$ cat src/rtl/if_fetch_pkg.sv
// if_fetch_pkg: shared hold levels, NOP encoding and fetch FSM state encodings
package if_fetch_pkg;
    localparam logic [2:0] Hold_None = 3'b000;
    localparam logic [2:0] Hold_Pc   = 3'b001;
    localparam logic [2:0] Hold_If   = 3'b010;
    localparam logic [2:0] Hold_Id   = 3'b011;
    localparam logic [31:0] INST_NOP = 32'h0000_0013;
    typedef enum logic [1:0] {IDLE = 2'd0, REQ = 2'd1, WAIT = 2'd2} fetch_state_t;
endpackage

$ cat src/rtl/if_fetch.sv
// if_fetch: single-outstanding instruction fetch with redirect kill; IF_FETCH_SKID_EN adds a hold skid buffer
module if_fetch
    import if_fetch_pkg::*;
#(
    parameter logic [31:0] RESET_PC     = 32'h0000_0000,
    parameter logic [31:0] INST_NOP_VAL = INST_NOP
) (
    input  logic        clk,
    input  logic        rst,
    input  logic        jump_flag_i,
    input  logic [31:0] jump_addr_i,
    input  logic [2:0]  hold_flag_i,
    output logic        ibus_req_o,
    output logic [31:0] ibus_addr_o,
    input  logic        ibus_gnt_i,
    input  logic        ibus_rvalid_i,
    input  logic [31:0] ibus_rdata_i,
    output logic [31:0] inst_o,
    output logic [31:0] inst_addr_o,
    output logic        inst_valid_o
);
    fetch_state_t r_state, w_state_nxt;
    logic [31:0]  r_pc, w_pc_nxt, r_addr, r_jtgt, w_jtgt_nxt, r_inst_addr;
    logic         r_kill, w_kill_nxt, r_pres;
    logic         w_hold, w_gnt, w_rsp, w_live, w_bus_dlv, w_skid_full, w_skid_dlv, w_drop;
    logic [31:0]  w_skid_data, w_skid_addr;

    assign w_hold      = hold_flag_i >= Hold_Pc;
    // a request already on the bus stays up through hold until granted
    assign ibus_req_o  = (r_state == REQ) && !w_skid_full && (!w_hold || r_pres);
    assign ibus_addr_o = r_pc;
    assign w_gnt       = ibus_req_o && ibus_gnt_i;
    assign w_rsp       = (r_state == WAIT) && ibus_rvalid_i;
    // a response still on the program path: not killed and not overtaken by a redirect this cycle
    assign w_live      = w_rsp && !r_kill && !jump_flag_i;
    assign w_bus_dlv   = w_live && !w_hold;

`ifdef IF_FETCH_SKID_EN
    logic        r_skid_v;
    logic [31:0] r_skid_data, r_skid_addr;
    assign w_skid_full = r_skid_v;
    assign w_skid_dlv  = r_skid_v && !w_hold && !jump_flag_i;
    assign w_skid_data = r_skid_data;
    assign w_skid_addr = r_skid_addr;
    assign w_drop      = 1'b0;
    // park a response that arrives during hold; a redirect or the release delivery empties it
    always_ff @(posedge clk or negedge rst) begin
        if (!rst) begin
            r_skid_v    <= 1'b0;
            r_skid_data <= '0;
            r_skid_addr <= '0;
        end else if (jump_flag_i || w_skid_dlv) begin
            r_skid_v <= 1'b0;
        end else if (w_live && w_hold) begin
            r_skid_v    <= 1'b1;
            r_skid_data <= ibus_rdata_i;
            r_skid_addr <= r_addr;
        end
    end
`else
    assign w_skid_full = 1'b0;
    assign w_skid_dlv  = 1'b0;
    assign w_skid_data = '0;
    assign w_skid_addr = '0;
    assign w_drop      = w_live && w_hold;
`endif

    assign inst_valid_o = w_bus_dlv || w_skid_dlv;
    assign inst_o       = w_bus_dlv ? ibus_rdata_i : w_skid_dlv ? w_skid_data : INST_NOP_VAL;
    assign inst_addr_o  = w_bus_dlv ? r_addr : w_skid_dlv ? w_skid_addr : r_inst_addr;

    // next state, pc and kill; a redirect overrides everything and a pending one is held until grant
    always_comb begin
        w_state_nxt = r_state;
        w_pc_nxt    = r_pc;
        w_kill_nxt  = r_kill;
        w_jtgt_nxt  = r_jtgt;
        case (r_state)
            IDLE:    w_state_nxt = w_hold ? IDLE : REQ;
            REQ: if (w_gnt) begin
                w_state_nxt = WAIT;
                w_pc_nxt    = r_kill ? r_jtgt : r_pc + 32'd4;
            end
            WAIT: if (w_rsp) begin
                w_state_nxt = REQ;
                w_kill_nxt  = 1'b0;
            end
            default: w_state_nxt = IDLE;
        endcase
        if (w_drop)
            w_pc_nxt = r_addr;
        if (jump_flag_i) begin
            if (ibus_req_o && !ibus_gnt_i) begin
                w_kill_nxt = 1'b1;
                w_jtgt_nxt = jump_addr_i;
            end else begin
                w_pc_nxt   = jump_addr_i;
                w_kill_nxt = w_gnt || ((r_state == WAIT) && !ibus_rvalid_i);
            end
        end
    end

    // state register plus granted address and last delivered address
    always_ff @(posedge clk or negedge rst) begin
        if (!rst) begin
            r_state     <= IDLE;
            r_pc        <= RESET_PC;
            r_kill      <= 1'b0;
            r_jtgt      <= '0;
            r_pres      <= 1'b0;
            r_addr      <= '0;
            r_inst_addr <= '0;
        end else begin
            r_state <= w_state_nxt;
            r_pc    <= w_pc_nxt;
            r_kill  <= w_kill_nxt;
            r_jtgt  <= w_jtgt_nxt;
            r_pres  <= ibus_req_o && !ibus_gnt_i;
            if (w_gnt)
                r_addr <= r_pc;
            if (inst_valid_o)
                r_inst_addr <= inst_addr_o;
        end
    end
endmodule

$ cat config.mk
export PLATFORM = sky130hd
export DESIGN_NAME = if_fetch
export DESIGN_NICKNAME = d
export VERILOG_FILES = /design/src/rtl/if_fetch_pkg.sv /design/src/rtl/if_fetch.sv
export SDC_FILE = /design/constraint.sdc
export NUM_CORES = 1
export LEC_CHECK = 0
export ABC_AREA = 1
export CELL_PAD_IN_SITES_DETAIL_PLACEMENT = 1
export CELL_PAD_IN_SITES_GLOBAL_PLACEMENT = 2
export CORE_MARGIN = 1
export CORE_UTILIZATION = 28
export DETAILED_ROUTE_END_ITERATION = 8
export PLACE_DENSITY_LB_ADDON = 0.1
export SYNTH_ARGS = -nofsm -noshare
export SYNTH_HDL_FRONTEND = slang
export SYNTH_SLANG_ARGS = --single-unit
export TNS_END_PERCENT = 100
$ cat constraint.sdc
create_clock -name clk -period 1.7 [get_ports clk]
set_input_delay 0.17 -clock clk [delete_from_list [all_inputs] [get_ports clk]]
set_output_delay 0.17 -clock clk [all_outputs]
set_load 0.02 [all_outputs]
# Word-level counts from Yosys, hierarchy flattened
# Index checks and enable logic that the tools add are counted.
# totals
regBits	132
inputBits	72
out_inout_bits	98
elab_cells	51
# op_classes
addsub	1
order_cmp	1
n_eq_ne	4
muxes	16
reduce_logical	22
# ops
cell	count
32-bit two-way mux	8
32-bit by 3-bit adder with 32-bit output, second input constant	1
1-bit logical AND	9
2-bit one-hot mux with 3 select lines	1
2-bit AND reduction	3
1-bit zero test	5
1-bit two-way mux	5
2-bit two-way mux	2
2-bit != test, second input constant	2
2-bit nonzero test	2
3-bit by 1-bit >= comparator with 1-bit output, second input constant	1
2-bit by 1-bit == test with 1-bit output, second input constant	1
2-bit == test, second input constant	1
2-bit zero test	1
1-bit logical OR	2

# Depth between registers and ports, before layout
# Gate-level depths: netlist (run 1).
# depth
depth_word	10
ltp_mapped	12

# Worst setup path before layout (run 1)
# No wires, ideal clock.
# synth_path
path_kind	reg-to-output
startpoint	register r_state[0]
endpoint	output inst_addr_o[11]
arrival_ns	1.656
t_required_ns	1.530
path_slack_ns	-0.126
path_stages_with_launch	9
n_path_buf	1
cell_sequence	dfrtp_1 inv_2 nand3_1 nor3_2 inv_2 nor2_4 inv_2 clkbuf_1 o21ai_0
# synth_via
elab_chain_cells	6
# synth_rtl
element	line_no	source
start, declared	if_fetch.sv:22	fetch_state_t r_state, w_state_nxt;
start signal, assigned	if_fetch.sv:114	r_state <= w_state_nxt;
2-bit == test	if_fetch.sv:33	assign w_rsp = (r_state == WAIT) && ibus_rvalid_i;
1-bit logical AND	if_fetch.sv:33	
1-bit logical AND (2 in a row)	if_fetch.sv:35	assign w_live = w_rsp && !r_kill && !jump_flag_i;
1-bit logical AND	if_fetch.sv:36	assign w_bus_dlv = w_live && !w_hold;
32-bit two-way mux	if_fetch.sv:70	assign inst_addr_o = w_bus_dlv ? r_addr : w_skid_dlv ? w_skid_addr : r_inst_addr;
end, declared	if_fetch.sv:19	output logic [31:0] inst_addr_o,
# No other way between the ends.

# Worst setup path in the final report (run 1)
# layout_path
startpoint	register r_state[0]
endpoint	output inst_o[14]
# layout_via
elab_chain_cells	6
# layout_rtl
element	line_no	source
2-bit == test	if_fetch.sv:33	
1-bit logical AND	if_fetch.sv:33	
1-bit logical AND (2 in a row)	if_fetch.sv:35	
1-bit logical AND	if_fetch.sv:36	
32-bit two-way mux	if_fetch.sv:69	assign inst_o = w_bus_dlv ? ibus_rdata_i : w_skid_dlv ? w_skid_data : INST_NOP_VAL;
end, declared	if_fetch.sv:18	output logic [31:0] inst_o,
# No other way between the ends.

==> results of run 1 <==
[cells in the mapped netlist]
cell,number
dfrtp_1,132
ha_1,1
nand2_1,304
a21oi_1,36
buf_2,16
o21ai_0,112
o21bai_1,2
a31oi_1,4
nor2_1,89
mux2_4,18
nand3b_1,4
buf_4,2
clkbuf_1,17
buf_6,8
nand2_4,2
nand3_2,3
inv_4,1
nand4_1,8
inv_2,5
clkinv_1,2
inv_1,123
mux2_2,3
or2_1,3
nor3_1,4
o311ai_0,1
xnor2_1,2
nor2_4,5
nand3_1,47
nand2_2,6
o211ai_1,8
a21boi_4,1
o21ai_1,10
o21a_1,2
xor2_1,3
nor3_2,1
nor2_2,1
[per-stage QoR]
step                      cell area, um^2  TNS, ns
final                               13050   -45.13
after floorplan                      7385   -1.260
after detailed placement            10360   -66.32
after global routing                13050   -59.08
after global placement              10360   -61.47
after CTS                           12140   -43.68
[timing repair]
action,CTS,global route
hold endpoints to repair,73,0
setup buffers,39,20
endpoints found under the setup margin,143,186
gates resized for setup,497,288
hold buffers,1,0
pin swaps,34,34
gates cloned,15,7
[flip-flops by register name, summed over array words and instances (netlist names)]
| register | flops |
|---|---|
| r_kill | 1 |
| r_pres | 1 |
| r_jtgt | 32 |
| r_inst_addr | 32 |
| r_state | 2 |
| r_addr | 32 |
| ibus_addr_o | 32 |
[power breakdown]
part | internal (mW) | switching (mW)
logic | 2.17 | 2.35
clock network | 2.33 | 1.58
registers | 4.01 | 0.721
[area by class of cell]
type / instances / area [um^2] / area share
multi-input cells: 681 / 4259 / 0.3264
repair buffers: 364 / 3941 / 0.3020
flip-flops and latches: 132 / 3309 / 0.2536
inverters: 131 / 521.8 / 0.03998
clock buffers: 19 / 432.9 / 0.03318
well taps: 330 / 412.9 / 0.03164
clock inverters: 13 / 171.4 / 0.01314
[placed cells by master (no fill, tap or decap), types with 7 or more instances in the layout]
cell               n
a21oi_1           10
a21oi_2           25
buf_12            26
buf_16             8
buf_2             10
buf_4            120
buf_6             61
buf_8             17
clkbuf_16         23
clkbuf_2           9
clkdlybuf4s50_1   74
dfrtp_1          127
dlygate4sd2_1     26
inv_1            119
inv_6              7
mux2_4            18
nand2_1          248
nand2_2           34
nand2_4           23
nand2_8            8
nand3_1           41
nand4_1            8
nor2_1            64
nor2_2            12
nor2_4            19
o211ai_1           8
o21ai_0           17
o21ai_1           47
o21ai_2           49
o21ai_4            9
[metal layers]
layer  global-route usage  up-vias  share of wire
met3              0.03106       29          0.033
met1               0.3164     3973           0.45
met2               0.4131      137           0.50
met5                    0        -              0
li1                     -     3820              -
met4              0.06271        0          0.013
[path summary, 6_finish.rpt]
path / startpoint / end
min in group clk: jump_addr_i[0] / r_jtgt[0]
min: rst / r_inst_addr[28]
min reg2reg: r_inst_addr[25] / r_inst_addr[25]
max in group asynchronous: rst / ibus_addr_o[5]
max: r_state[0] / inst_o[14]
max reg2reg: r_state[0] / ibus_addr_o[28]
[logic make-up (layout without fill, tap and decap cells)]
| logic type | count (synthesis) | after routing | synth area share |
|---|---|---|---|
| AND/OR/NAND/NOR | 477 | 478 | 0.2717 |
| AO/OA/AOI/OAI | 176 | 176 | 0.1273 |
| buffers and inverters | 174 | 527 | 0.1014 |
| flip-flops | 132 | 132 | 0.4505 |
| multiplexers | 21 | 21 | 0.04147 |
| XOR/XNOR | 5 | 5 | 0.005974 |
| adder cells (fa/ha/maj) | 1 | 1 | 0.001706 |
==> flow_metrics.tcl, run 1 <==
set metrics [dict create \
    powerDensity_mw_per_mm2 1010 \
    start_util 0.2887 \
    max_stage_delay_ns 0.39 \
    crit_family "buffers and inverters" \
    fin_ws_ns -0.5745 \
    p_leak_nw 6.525 \
    grt_max_degree 37 \
    hold_violations 0 \
    grt_pass1_vias 8413 \
    dpl.hpwl_um 20670 \
    insertion_delay_ns 0.44 \
    antenna_found_initial 0 \
    cp.arrival_ns 2.10 \
    ys_types 36 \
    fin_cells 1670 \
    nets 1400 \
    worstPathMaxFanout 7 \
    synthTopCellsByArea "dfrtp_1, nand2_1, o21ai_0, inv_1, nor2_1" \
    fill_cells 2966 \
    cp_slowest_cell "dfrtp_1" \
    die_height_um 163.8 \
    maxCapViolCount 0 \
    htreeDepth 4 \
    rrSetupSlack_ns -0.25 \
    post_drt_wl_per_cell_um 19.29 \
    fmax_mhz 439.7 \
    critPathBufInv 7 \
    slew_violations 0 \
    finalPower_mw 13.18 \
    grt_pass1_wl_um 48070 \
    path_clk_slew_ns 0.07 \
    critPathKind "reg2out" \
    dieArea_mm2 0.02684 \
    cp_num_cells 11 \
    outcome "finished with violations" \
    failed_checks "negative setup slack" \
    max-slew-margin-rel 0.7250 \
    yosysTopAreaCell "dfrtp_1" \
    io_pins 170 \
    whs_ns 0.2065 \
    synth-warning-count 0 \
    drt_first_pass_iters 4 \
    wl_um 32220 \
    grt_usage 0.2402 \
    setup_viol 162 \
    period_share 1.338 \
    peakVddDrop_v 0.0005092 \
    setup.worst_path.start_class "flop" \
    clock_skew_ns 0.01795 \
    rows 58 \
    tightestPinTransition_ns 0.4110 \
    fin_util 0.5137 \
    num_vias 7959 \
    cts_root_buf "clkbuf_16" \
    clkSinkCount 132 \
    grt-ovfl-total 0 \
    syn_inst 986 \
    cts_tree "done" \
    pre_cts_ws_ns -0.7618 \
    synth_seq_area_share 0.4505 \
    die_w_um 163.8 \
    dp_cells 1567 \
    antenna_cells 0 \
    drtIter0Drc 285 \
    ant_nets 0 \
    end_kind "primary output" \
    core_region_area_mm2 0.02540 \
    io_buffers 169 \
    area_growth_pct 77.97 \
    syn_avg_cell_area_um2 7.436 \
    synth_top_area_frac 0.4505 \
    layout-drive-gt1-share 0.3903 \
    min_period_ns 2.275 \
    numCtsBuffers 17 \
    hold_path_class "in2async" \
    synth_nets 1059 \
    netlist_area_mm2 0.007332 \
    rsz0062_at_grt "yes" \
    clockBufferDepth 2 \
    routed_via_density 4.766 \
    gp_congestion 0.8029 \
    required_ns 1.53 \
    synth_seq_cells 132 \
    rr_worst_depth 14 \
    drc_errors 0 \
    crit_chain "inv_2, nand3_4, nor3_4, inv_2, nor2_4, clkinv_4, buf_6, buf_16, buf_8, nor2_4, buf_6" \
]
(Power assumes the default switching activity.)
==> run 2: changes to the inputs <==
Settings changed: PLACE_DENSITY set to 0.82, PLACE_DENSITY_LB_ADDON 0.1 to not set.
==> run 2 against run 1 <==
Compared with the run above:
- the flow still finishes with violations (negative setup slack)
- clock skew fell by 0.0044 ns
- critical path type unchanged
- design area fell by 3.5%
- clock power barely moved
- sequential power fell by 2%
==> flow_metrics.tcl, run 2 (synthesized netlist as in run 1, its figures left out) <==
set metrics [dict create \
    grt_pass1_vias 8495 \
    nets 1402 \
    dpl_cell_area_mm2 0.01042 \
    multiInputGateArea_mm2 0.003794 \
    layout-drive-gt1-share 0.3289 \
    num_vias 8093 \
    post_drt_wl_per_cell_um 19.36 \
    worstPathMaxFanout 6 \
    maxUsedRoutingLayer "met4" \
    outcome "finished with violations" \
    numCtsBuffers 17 \
    critPathKind "reg2out" \
    cts_root_buf "clkbuf_16" \
    drc_errors 0 \
    clockBufferDepth 2 \
    failed_checks "negative setup slack" \
    antenna_found_initial 0 \
    setup.worst_path.start_class "flop" \
    mostFrequentLayoutCells "nand2_1, buf_4, dfrtp_1" \
    wl_um 32350 \
    setup_tns_ns -50.50 \
    max_stage_delay_ns 0.40 \
    rsz0062_at_grt "yes" \
    dpl.hpwl_um 20160 \
    htreeDepth 4 \
    required_ns 1.53 \
    drt-met1-wl_um 14150 \
    clock_skew_ns 0.01352 \
    setup_viol 173 \
    rows 58 \
    hold_violations 0 \
    cts_tree "done" \
    gp_congestion 0.8487 \
    regArea_mm2 0.003307 \
    crit_chain "inv_2, nand3_4, nor3_4, inv_2, nor2_4, clkinv_4, buf_12, buf_16, buf_12, nor2_4, buf_6" \
    routed_via_density 4.843 \
    peakVddDrop_v 0.0007171 \
    fmax_mhz 430.9 \
    min_period_ns 2.321 \
    powerDensity_mw_per_mm2 1008 \
    drtIter0Drc 460 \
    die_height_um 163.8 \
    grt-ovfl-total 0 \
    antenna_cells 0 \
    dieArea_mm2 0.02684 \
    end_kind "primary output" \
    path_clk_slew_ns 0.06 \
    clkSinkCount 132 \
    cp_slowest_cell "dfrtp_1" \
    insertion_delay_ns 0.44 \
    start_util 0.2887 \
    fill_cells 3005 \
    wl_met3_um 908 \
    fin_ws_ns -0.6207 \
    io_buffers 169 \
    met2RoutedLength_um 16720 \
    core_region_area_mm2 0.02540 \
    grt_max_degree 52 \
    period_share 1.365 \
    max-slew-margin-rel 0.7258 \
    slew_violations 0 \
    tightestPinTransition_ns 0.4114 \
    maxCapViolCount 0 \
    final_area_mm2 0.01260 \
    layout_commonest_cell "nand2_1" \
    cp.arrival_ns 2.15 \
    die_w_um 163.8 \
    grt_usage 0.2440 \
    p_leak_nw 6.372 \
    grt_pass1_wl_um 48860 \
    area_growth_pct 71.81 \
    ant_nets 0 \
    hold_path_class "in2async" \
    io_pins 170 \
    drt_first_pass_iters 4 \
]
[run 2: cell count changes in the layout (fill, tap and decap cells not counted), sizes merged]
cell | previous run | this run
clkbuf | 34 | 20
nand2 | 313 | 312
dlymetal6s2s | 2 | 1
dlygate4sd2 | 26 | 27
clkdlybuf4s15 | 1 | 0
clkinvlp | 2 | 3
buf | 242 | 261
inv | 133 | 129
clkinv | 6 | 9
bufbuf | 3 | 1
[run 2: worst paths after layout]
kind / from / to / slack (ns) / cells past startpoint
setup reg to reg: r_state[1] / ibus_addr_o[18] / -0.25 / 14
max in group asynchronous: rst / r_jtgt[21] / 0.84 / 3
min in group clk: jump_addr_i[29] / ibus_addr_o[29] / 0.33 / 3
setup / recovery: r_state[0] / inst_o[27] / -0.62 / 11
hold / removal: rst / r_inst_addr[27] / 0.22 / 2
hold reg to reg: r_inst_addr[31] / r_inst_addr[31] / 0.47 / 2
[run 2: where the power goes]
group	leakage (nW)	switching, mW	internal (mW)
sequential	1.67	0.620	4.01
combinational	4.42	2.22	1.93
clock	0.288	1.58	2.33
total	6.37	4.42	8.27
[run 2: metal layers]
layer	global-route usage	up-vias
met3	0.02879	40
met4	0.07155	0
li1	-	3819
met1	0.3100	4076
met2	0.4318	158
met5	0	-
[run 2: final cells by class]
| type | instances | share of cell area |
|---|---|---|
| Clock buffer | 18 | 0.03486 |
| Clock inverter | 13 | 0.01261 |
| Inverter | 131 | 0.04102 |
| Multi-Input combinational cell | 680 | 0.3012 |
| Sequential cell | 132 | 0.2625 |
| Tap cell | 330 | 0.03278 |
| Timing Repair Buffer | 367 | 0.3151 |
[run 2: timing repair]
| action | 4_1_cts | 5_1_grt |
|---|---|---|
| gates cloned | 18 | 2 |
| buffers inserted | 35 | 18 |
| endpoints found under the setup margin | 148 | 183 |
| hold buffers | 1 | 0 |
| gates resized for setup | 445 | 187 |
| hold endpoints to repair | 31 | 0 |
| pin swaps | 20 | 20 |
[run 2: per-stage QoR]
step | hold slack (ns) | std cells | setup slack (ns) | utilization | total power [mW]
5_1_grt | 0.2533 | 1671 | -0.6965 | 0.4960 | 13.31
4_1_cts | 0.2391 | 1656 | -0.6515 | 0.4789 | 12.40
6_report | 0.2236 | 1671 | -0.6207 | 0.4960 | 12.69
3_5_place_dp | 0.1172 | 1572 | -0.7561 | 0.4102 | 8.111
2_1_floorplan | -0.1256 | 986 | -0.1260 | - | 6.288
3_3_place_gp | 0.1184 | 1572 | -0.6882 | 0.4102 | 8.012
[run 2: critical path, delay by kind of cell (launching register included)]
| family | cells | cell delay, ns |
|---|---|---|
| buffers and inverters | 7 | 0.82 |
| AND/OR/NAND/NOR | 4 | 0.49 |
| flip-flops | 1 | 0.40 |
